<file path="src/rtl/vga_timing_pkg.sv">
`default_nettype none
// ============================================================================
// Module      : vga_timing_pkg
// Description : 640x480@60 timing defaults, axis-total helper, phase encoding.
// Revision    : 1.0 - initial release
// ============================================================================
package vga_timing_pkg;

    localparam int CNT_W = 10;

    localparam int DEF_H_ACTIVE = 640;
    localparam int DEF_H_FP     = 16;
    localparam int DEF_H_SYNC   = 96;
    localparam int DEF_H_BP     = 48;
    localparam int DEF_V_ACTIVE = 480;
    localparam int DEF_V_FP     = 10;
    localparam int DEF_V_SYNC   = 2;
    localparam int DEF_V_BP     = 33;

    function automatic int axis_total(input int active, input int fp,
                                      input int sync, input int bp);
        return active + fp + sync + bp;
    endfunction

    localparam int DEF_H_TOTAL = axis_total(DEF_H_ACTIVE, DEF_H_FP, DEF_H_SYNC, DEF_H_BP);
    localparam int DEF_V_TOTAL = axis_total(DEF_V_ACTIVE, DEF_V_FP, DEF_V_SYNC, DEF_V_BP);

    typedef enum logic [1:0] {
        PH_ACT  = 2'd0,
        PH_FP   = 2'd1,
        PH_SYNC = 2'd2,
        PH_BP   = 2'd3
    } phase_t;

endpackage
`default_nettype wire

</file>
<file path="src/rtl/vga_axis_counter.sv">
`default_nettype none
// ============================================================================
// Module      : vga_axis_counter
// Description : One raster axis: position counter plus ACT/FP/SYNC/BP phase FSM.
// Revision    : 1.0 - initial release
// ============================================================================
module vga_axis_counter
    import vga_timing_pkg::*;
#(
    parameter int ACTIVE = DEF_H_ACTIVE,
    parameter int FP     = DEF_H_FP,
    parameter int SYNC   = DEF_H_SYNC,
    parameter int BP     = DEF_H_BP
) (
    input  logic             clk,
    input  logic             sys_rst_n,
    input  logic             advance,
    output logic [CNT_W-1:0] count,
    output logic             wrap,
    output logic [CNT_W-1:0] next_count,
    output phase_t           next_phase
);

    localparam int TOTAL = axis_total(ACTIVE, FP, SYNC, BP);
    localparam logic [CNT_W-1:0] C_LAST       = CNT_W'(TOTAL - 1);
    localparam logic [CNT_W-1:0] C_FP_START   = CNT_W'(ACTIVE);
    localparam logic [CNT_W-1:0] C_SYNC_START = CNT_W'(ACTIVE + FP);
    localparam logic [CNT_W-1:0] C_BP_START   = CNT_W'(ACTIVE + FP + SYNC);

    logic [CNT_W-1:0] r_count;
    phase_t           r_phase;
    logic [CNT_W-1:0] w_next_count;
    phase_t           w_next_phase;

    assign wrap = advance && (r_count == C_LAST);

    always_comb begin
        w_next_count = r_count;
        if (advance) begin
            w_next_count = wrap ? '0 : r_count + CNT_W'(1);
        end
    end

    // The phase changes on the same edge the counter crosses a boundary.
    always_comb begin
        w_next_phase = r_phase;
        if (advance) begin
            case (r_phase)
                PH_ACT:  if (w_next_count == C_FP_START)   w_next_phase = PH_FP;
                PH_FP:   if (w_next_count == C_SYNC_START) w_next_phase = PH_SYNC;
                PH_SYNC: if (w_next_count == C_BP_START)   w_next_phase = PH_BP;
                PH_BP:   if (wrap)                         w_next_phase = PH_ACT;
                default: w_next_phase = PH_ACT;
            endcase
        end
    end

    always_ff @(posedge clk or negedge sys_rst_n) begin
        if (!sys_rst_n) begin
            r_count <= '0;
            r_phase <= PH_ACT;
        end else begin
            r_count <= w_next_count;
            r_phase <= w_next_phase;
        end
    end

    assign count      = r_count;
    assign next_count = w_next_count;
    assign next_phase = w_next_phase;

endmodule
`default_nettype wire

</file>
<file path="src/rtl/vga_timing_gen.sv">
`default_nettype none
// ============================================================================
// Module      : vga_timing_gen
// Description : Free-running VGA raster generator with per-frame scroll position.
//               Define VGA_SYNC_DELAY_EN to delay hsync/vsync by one pixel clock.
// Revision    : 1.0 - initial release
// ============================================================================
module vga_timing_gen
    import vga_timing_pkg::*;
#(
    parameter int   H_ACTIVE = DEF_H_ACTIVE,
    parameter int   H_FP     = DEF_H_FP,
    parameter int   H_SYNC   = DEF_H_SYNC,
    parameter int   H_BP     = DEF_H_BP,
    parameter int   V_ACTIVE = DEF_V_ACTIVE,
    parameter int   V_FP     = DEF_V_FP,
    parameter int   V_SYNC   = DEF_V_SYNC,
    parameter int   V_BP     = DEF_V_BP,
    parameter logic SYNC_POL = 1'b0
) (
    input  logic             clk,
    input  logic             sys_rst_n,
    input  logic             scroll_en,
    input  logic [2:0]       scroll_speed,
    output logic [CNT_W-1:0] haddr,
    output logic [CNT_W-1:0] vaddr,
    output logic             display_on,
    output logic             hsync,
    output logic             vsync,
    output logic             line_tick,
    output logic             frame_tick,
    output logic [10:0]      scrolladdr
);

    localparam int H_TOTAL = axis_total(H_ACTIVE, H_FP, H_SYNC, H_BP);
    localparam int V_TOTAL = axis_total(V_ACTIVE, V_FP, V_SYNC, V_BP);
    localparam logic [CNT_W-1:0] C_H_LAST = CNT_W'(H_TOTAL - 1);
    localparam logic [CNT_W-1:0] C_V_LAST = CNT_W'(V_TOTAL - 1);

    logic             w_h_wrap;
    logic             w_v_wrap;
    logic [CNT_W-1:0] w_h_next;
    logic [CNT_W-1:0] w_v_next;
    phase_t           w_h_next_phase;
    phase_t           w_v_next_phase;

    logic             r_display_on;
    logic             r_hsync;
    logic             r_vsync;
    logic             r_line_tick;
    logic             r_frame_tick;
    logic [10:0]      r_scroll;

    vga_axis_counter #(
        .ACTIVE (H_ACTIVE), .FP (H_FP), .SYNC (H_SYNC), .BP (H_BP)
    ) u_h_axis (
        .clk        (clk),
        .sys_rst_n  (sys_rst_n),
        .advance    (1'b1),
        .count      (haddr),
        .wrap       (w_h_wrap),
        .next_count (w_h_next),
        .next_phase (w_h_next_phase)
    );

    vga_axis_counter #(
        .ACTIVE (V_ACTIVE), .FP (V_FP), .SYNC (V_SYNC), .BP (V_BP)
    ) u_v_axis (
        .clk        (clk),
        .sys_rst_n  (sys_rst_n),
        .advance    (w_h_wrap),
        .count      (vaddr),
        .wrap       (w_v_wrap),
        .next_count (w_v_next),
        .next_phase (w_v_next_phase)
    );

    // Outputs are decoded from the next-state counters so they line up with haddr/vaddr.
    always_ff @(posedge clk or negedge sys_rst_n) begin
        if (!sys_rst_n) begin
            r_display_on <= 1'b0;
            r_hsync      <= ~SYNC_POL;
            r_vsync      <= ~SYNC_POL;
            r_line_tick  <= 1'b0;
            r_frame_tick <= 1'b0;
            r_scroll     <= '0;
        end else begin
            r_display_on <= (w_h_next_phase == PH_ACT) && (w_v_next_phase == PH_ACT);
            r_hsync      <= (w_h_next_phase == PH_SYNC) ? SYNC_POL : ~SYNC_POL;
            r_vsync      <= (w_v_next_phase == PH_SYNC) ? SYNC_POL : ~SYNC_POL;
            r_line_tick  <= (w_h_next == C_H_LAST);
            r_frame_tick <= (w_h_next == C_H_LAST) && (w_v_next == C_V_LAST);
            if (w_v_wrap && scroll_en) begin
                r_scroll <= r_scroll + {8'd0, scroll_speed};
            end
        end
    end

`ifdef VGA_SYNC_DELAY_EN
    logic r_hsync_d;
    logic r_vsync_d;

    always_ff @(posedge clk or negedge sys_rst_n) begin
        if (!sys_rst_n) begin
            r_hsync_d <= ~SYNC_POL;
            r_vsync_d <= ~SYNC_POL;
        end else begin
            r_hsync_d <= r_hsync;
            r_vsync_d <= r_vsync;
        end
    end

    assign hsync = r_hsync_d;
    assign vsync = r_vsync_d;
`else
    assign hsync = r_hsync;
    assign vsync = r_vsync;
`endif

    assign display_on = r_display_on;
    assign line_tick  = r_line_tick;
    assign frame_tick = r_frame_tick;
    assign scrolladdr = r_scroll;

endmodule
`default_nettype wire

</file>
<file path="config.mk">
export PLATFORM = sky130hd
export DESIGN_NAME = vga_timing_gen
export DESIGN_NICKNAME = d
export VERILOG_FILES = /design/src/rtl/vga_timing_pkg.sv /design/src/rtl/vga_axis_counter.sv /design/src/rtl/vga_timing_gen.sv
export SDC_FILE = /design/constraint.sdc
export NUM_CORES = 1
export LEC_CHECK = 0
export ABC_CLOCK_PERIOD_IN_PS = 3090
export CAP_MARGIN = 20
export CORE_MARGIN = 2
export CORE_UTILIZATION = 35
export CTS_CLUSTER_DIAMETER = 50
export DETAILED_ROUTE_END_ITERATION = 10
export PLACE_DENSITY_LB_ADDON = 0.05
export SETUP_SLACK_MARGIN = 0.05
export SKIP_CTS_REPAIR_TIMING = 1
export SYNTH_ARGS = -nofsm -noshare
export SYNTH_HDL_FRONTEND = slang
export SYNTH_SLANG_ARGS = --single-unit
</file>
<file path="constraint.sdc">
create_clock -name clk -period 3.09 [get_ports clk]
set_clock_uncertainty 0.1 [all_clocks]
set_input_delay 0.309 -clock clk [delete_from_list [all_inputs] [get_ports clk]]
set_output_delay 0.309 -clock clk [all_outputs]
set_load 0.005 [all_outputs]
</file>
==> results.yml, run 1 <==
run_status:
  status: "completed"
clocking:
  cts.sinks: 40
  clk_root_buffer_cell: "clkbuf_8"
  htreeDepth: 2
  clk_pin_slew_ns: 0.08
  insertion_delay_ns: 0.29
  cts_buffer_depth: 2
  cts_tree: "yes"
  cts_buffers: 5
logic_synthesis:
  synth_cells: 247
  ys_async_sr_fraction_pct: 100
  ys_ff_latch: 40
  yosysTopAreaCell: "dfrtp_1"
  dominantRegCellSynth: "dfrtp_1"
  syn_nets: 262
  synth_cell_types: 61
  synth_warnings: 0
  synth_edf_count: 0
  avgSynthCellArea_um2: 9.98
  yosysSeqAreaShare_pct: 40.7
  synth.most_common_cell: "dfrtp_1"
  synth_area_um2: 2470
  synth_commonest_cells: "dfrtp_1 (38), nand2_1 (25), inv_1 (21)"
  yosysTopAreaCellShare_pct: 38.6
  synth_area_leaders: "dfrtp_1 (39%), xnor2_1 (4.3%), ha_1 (4.1%)"
timing:
  tightest_slew_ns: 0.902
  fmax_ghz: 0.363
  layout_worst_path_cycle_share_pct: 89.1
  setup_viol: 0
  whs_ns: 0.0410
  maxSlewViolCount: 0
  fin_setup_tns_ns: 0
  slew_headroom_pct: 39.8
  fin_crit_ns: 2.75
  hold_viol_final: 0
  rsz0062_at_grt: "no"
floorplanning:
  num_rows: 30
  die_x_um: 87.9
  coreArea_um2: 6790
  die_h_um: 87.9
  start_util_pct: 36.3
  dieArea_um2: 7730
  io_pins: 42
route:
  vias: 1936
  drt_iter0_drc: 99
  wl_per_cell_um: 14.8
  wl_met1_um: 2750
  wl_met3_um: 206
  wl_um: 5690
  ant_nets: 0
  dr.pass1.iters: 4
  wl_met2_um: 2660
  viasPerCell: 5.03
  top_layer_used: "met4"
  drc: 0
global_route:
  antenna_found_initial: 0
  grt_pass1_vias: 1883
  grt_max_degree: 41
  grt_first_pass_wirelength_um: 9690
  grt-ovfl-total: 0
  grt_use_total_pct: 16.2
power:
  p_leak_nw: 1.29
  finalPower_uw: 897
  p_per_area_nw_per_um2: 297
  ir_drop_mv: 0.152
cells_and_area:
  fin_nets: 303
  area.growth.synth_to_final_pct: 22.5
  drive_gt1_share_pct: 12.8
  final_area_um2: 3020
  antenna_cells: 0
  final_core_util_pct: 44.5
place:
  portBuffers: 41
  place.gp.congestion: 0.809
  dpl-instance-area_um2: 2940
  dp_hpwl_um: 4130
worst_setup_path:
  path_max_fanout: 10
  slowest_delay_ns: 0.45
  worst_ep_required_time_ns: 3.21
  crit_type: "reg -> reg"
  rr_worst_depth: 8
  crit_chain: "ha_1, and4_2, nand4_1, mux2i_1, a2111oi_1, nor4b_2, a2bb2oi_2, and4_1"
  cp.buffers_inverters: 0
  critPathSlowestCell: "dfrtp_1"
  critical_path_cell_count: 8
  crit_path_end_kind: "register"
  crit_family: "simple AND/OR/NAND/NOR gates"
  crit_path_start_kind: "register"
  cp.arrival_ns: 2.88
hold_path:
  hp-class: "in -> async"
run:
  drv_cap: 0
[registers in the layout, indices dropped and copies added, names as in the netlist]
name	count
scrolladdr	11
u_h_axis.count	10
u_v_axis.count	10
u_h_axis.r_phase	2
u_v_axis.r_phase	2
display_on	1
frame_tick	1
hsync	1
line_tick	1
vsync	1
[final cells by class]
class,instances,area [um2]
clock buffers,7,76.3
clock inverters,1,5.00
multi-input cells,176,1310
inverters,21,78.8
repair buffers,44,428
well taps,96,120
fillers,679,3770
flip-flops and latches,40,1000
[kinds of logic (layout without fill, tap and decap cells)]
family                     after synthesis  after routing  share of synthesized area, %
and+or+nand+nor                        102            102                          26.7
buffers and inverters                   31             73                          6.24
xor gates and xnor gates                23             23                          8.17
adders and majority gates                9              9                          4.87
muxes                                    2              2                         0.862
AOI/OAI and AO/OA                       40             40                          12.5
DFF                                     40             40                          40.7
[final timing paths]
check,start,end,slack (ns)
min in group clk,scrolladdr[10],scrolladdr[10],0.37
worst min register to register,scrolladdr[10],scrolladdr[10],0.37
worst max register to register,u_h_axis.count[0],display_on,0.34
worst min-delay path,sys_rst_n,scrolladdr[3],0.04
worst max-delay path,u_h_axis.count[0],display_on,0.34
max in group asynchronous,sys_rst_n,line_tick,2.27
[layer usage]
layer  vias up  global-route usage (%)
met4         0                    4.76
met2        41                    26.3
li1        954                       -
met3         7                    3.11
met1       934                    22.1
met5         -                       0
[metrics by stage]
step,setup slack (ns),std cells
after CTS,0.164,385
final,0.336,385
after detailed placement,0.194,377
after floorplan,0.693,247
after global routing,0.0645,385
after global placement,0.333,377
[where the power goes]
group	leakage (nW)	switching (mW)	total [mW]	internal, mW
combinational	0.721	0.0194	0.0349	0.0155
clock	0.0422	0.176	0.335	0.159
sequential	0.529	0.00198	0.527	0.526
total	1.29	0.197	0.897	0.700
[cells in the final DEF, fill, tap and decap left out, drive strengths merged, types with 11 or more instances in the layout]
cell type,n
xnor2,12
nand3,13
nor2,17
clkdlybuf4s50,40
dfrtp,38
xor2,11
inv,21
nand2,25
Note: power is estimated with default switching activity, not from simulation.
==> inputs of run 2 (changes only) <==
--- a/config.mk
+++ b/config.mk
@@ -16,4 +16,5 @@
 export SKIP_CTS_REPAIR_TIMING = 1
 export SYNTH_ARGS = -nofsm -noshare
 export SYNTH_HDL_FRONTEND = slang
+export SYNTH_HIERARCHICAL = 1
 export SYNTH_SLANG_ARGS = --single-unit
==> results.yml, run 2 <==
run_status:
  status: "completed"
logic_synthesis:
  synth_cell_types: 68
  synth_area_um2: 2540
  avgSynthCellArea_um2: 10.3
  synth_warnings: 6
  yosysTopAreaCell: "dfrtp_1"
  ys_ff_latch: 40
  dominantRegCellSynth: "dfrtp_1"
  synth_area_leaders: "dfrtp_1 (37%), xnor2_1 (4.5%), xor2_1 (4.1%)"
  yosysTopAreaCellShare_pct: 37.4
  yosysSeqAreaShare_pct: 39.5
  synth.most_common_cell: "dfrtp_1"
  synth_commonest_cells: "dfrtp_1 (38), nand2_1 (20), nor2_1 (17)"
  ys_async_sr_fraction_pct: 100
  synth_edf_count: 0
  synth_cells: 248
route:
  vias: 2036
  drc: 0
  viasPerCell: 5.12
  ant_nets: 0
  wl_per_cell_um: 14.9
  drt_iter0_drc: 69
  dr.pass1.iters: 4
  wl_um: 5950
cells_and_area:
  n_fill_cell: 719
  mostFrequentLayoutCells: "clkdlybuf4s50_1 (40), dfrtp_1 (38), nand2_1 (20)"
  layout.area.seq_um2: 1000
  antenna_cells: 0
  layout_commonest_cell: "clkdlybuf4s50_1"
  multi_input_area_um2: 1350
  largest_register_ffs: 11
  fin_nets: 311
  drive_gt1_share_pct: 15.4
  layoutNonFillerInstCount: 398
  area.growth.synth_to_final_pct: 24.0
worst_setup_path:
  rr_worst_depth: 9
  worst_ep_required_time_ns: 3.18
  r2r_slack_ns: 0.26
  crit_type: "reg -> reg"
  slowest_delay_ns: 0.55
  r2r-end: "display_on"
  crit_path_start_kind: "register"
  cp.arrival_ns: 2.93
  crit_path_end_kind: "register"
  cp_common_cell: "and4_4"
  timing.rr.start: "u_h_axis/count[4]"
  crit_family: "simple AND/OR/NAND/NOR gates"
  crit_chain: "and4_4, and4_4, nand3_4, o311ai_4, o21ai_2, or4_4, a221oi_2, o41ai_2, nor4_1"
  cp.buffers_inverters: 0
  critPathSlowestCell: "or4_4"
  path_max_fanout: 6
clocking:
  htreeDepth: 2
  cts_buffers: 5
  cts_buffer_depth: 2
  insertion_delay_ns: 0.30
  clk_root_buffer_cell: "clkbuf_8"
  cts_tree: "yes"
  clk_pin_slew_ns: 0.09
  cts.sinks: 40
run:
  drv_cap: 0
global_route:
  grt-ovfl-total: 0
  grt_first_pass_wirelength_um: 10200
  antenna_found_initial: 0
  grt_max_degree: 41
  grt_use_total_pct: 16.6
  grt_pass1_vias: 2092
power:
  p_leak_nw: 1.27
  p_per_area_nw_per_um2: 481
  ir_drop_mv: 0.221
timing:
  slew_headroom_pct: 40.6
  hold_viol_final: 0
  fmax_ghz: 0.353
  whs_ns: 0.0193
  fin_setup_tns_ns: 0
  setup_viol: 0
  maxSlewViolCount: 0
  fin_ws_ns: 0.259
  fin_crit_ns: 2.83
  tightest_slew_ns: 0.891
  rsz0062_at_grt: "no"
  layout_worst_path_cycle_share_pct: 91.6
floorplanning:
  coreArea_um2: 7140
  die_x_um: 89.2
  io_pins: 42
  start_util_pct: 35.6
  num_rows: 31
  dieArea_um2: 7960
  die_h_um: 89.2
place:
  dp.cells: 389
  pre_cts_slack_ns: 0.143
  dp_hpwl_um: 4310
  portBuffers: 41
  place.gp.congestion: 0.820
hold_path:
  hp-class: "in -> async"
## run 2: cell count changes in the layout (fill, tap and decap cells not counted), sizes merged, moves of 4 or more
cell	previous run	this run
nand3	13	7
inv	21	14
nand2	25	20
and3	7	3
o21ai	5	11
buf	4	15
## run 2: cells by family (layout without fill, tap and decap cells)
group / after synthesis / in the layout / share of synthesized area (%)
compound gates: 49 / 49 / 14.9
buf+inv: 27 / 77 / 7.78
mux: 4 / 4 / 1.67
other cells: 1 / 2 / 0.147
xor+xnor: 25 / 25 / 8.61
fa+ha+maj: 7 / 7 / 3.74
simple gates: 95 / 95 / 23.7
flops: 40 / 40 / 39.5
## run 2: final cells by class
cell class,instances,area share [%]
clock buffers,5,2.18
clock inverters,3,1.35
inverters,14,1.67
multi-input cells,182,42.8
flip-flops and latches,40,31.8
well taps,99,3.93
repair buffers,55,16.2
## run 2: per-stage QoR
stage                     area (um2)  utilization [%]  power, mW
after CTS                       3140             44.0       1.54
after floorplan                 2550                -      0.930
after global placement          3030             42.4       1.09
after detailed placement        3030             42.4       1.09
after global routing            3150             44.2       1.62
final                           3150             44.2       1.52
## run 2: worst max path at each step
| stage | depth (start not counted) | from | end |
|---|---|---|---|
| global placement | 9 | u_h_axis/count[4] | display_on |
| CTS | 9 | u_h_axis/count[4] | display_on |
| detailed placement | 9 | u_h_axis/count[4] | display_on |
| floorplan | 12 | u_h_axis/count[2] | display_on |
| finish | 9 | u_h_axis/count[4] | display_on |
| global route | 9 | u_h_axis/count[4] | display_on |
## run 2: metal layers
| metal | vias to the layer above | routed length (um) | GRT usage (%) |
|---|---|---|---|
| li1 | 1004 | - | - |
| met1 | 991 | 2920 | 23.7 |
| met2 | 37 | 2810 | 25.9 |
| met3 | 4 | 166 | 2.49 |
| met4 | 0 | 45 | 5.43 |
| met5 | - | 0 | 0 |
## run 2: worst reg2reg max path, cell delays in order (launching register included)
cell and delay (ns):
dfrtp_1 0.41, and4_4 0.29, and4_4 0.27, nand3_4 0.12
o311ai_4 0.31, o21ai_2 0.11, or4_4 0.55, a221oi_2 0.25
o41ai_2 0.13, nor4_1 0.19
## run 2: where the power goes
part | total [mW] | switching (mW) | leakage, nW | internal (mW)
clock network | 0.436 | 0.197 | 0.0541 | 0.239
logic | 0.494 | 0.258 | 0.696 | 0.236
registers | 0.586 | 0.0235 | 0.520 | 0.563
total | 1.52 | 0.479 | 1.27 | 1.04
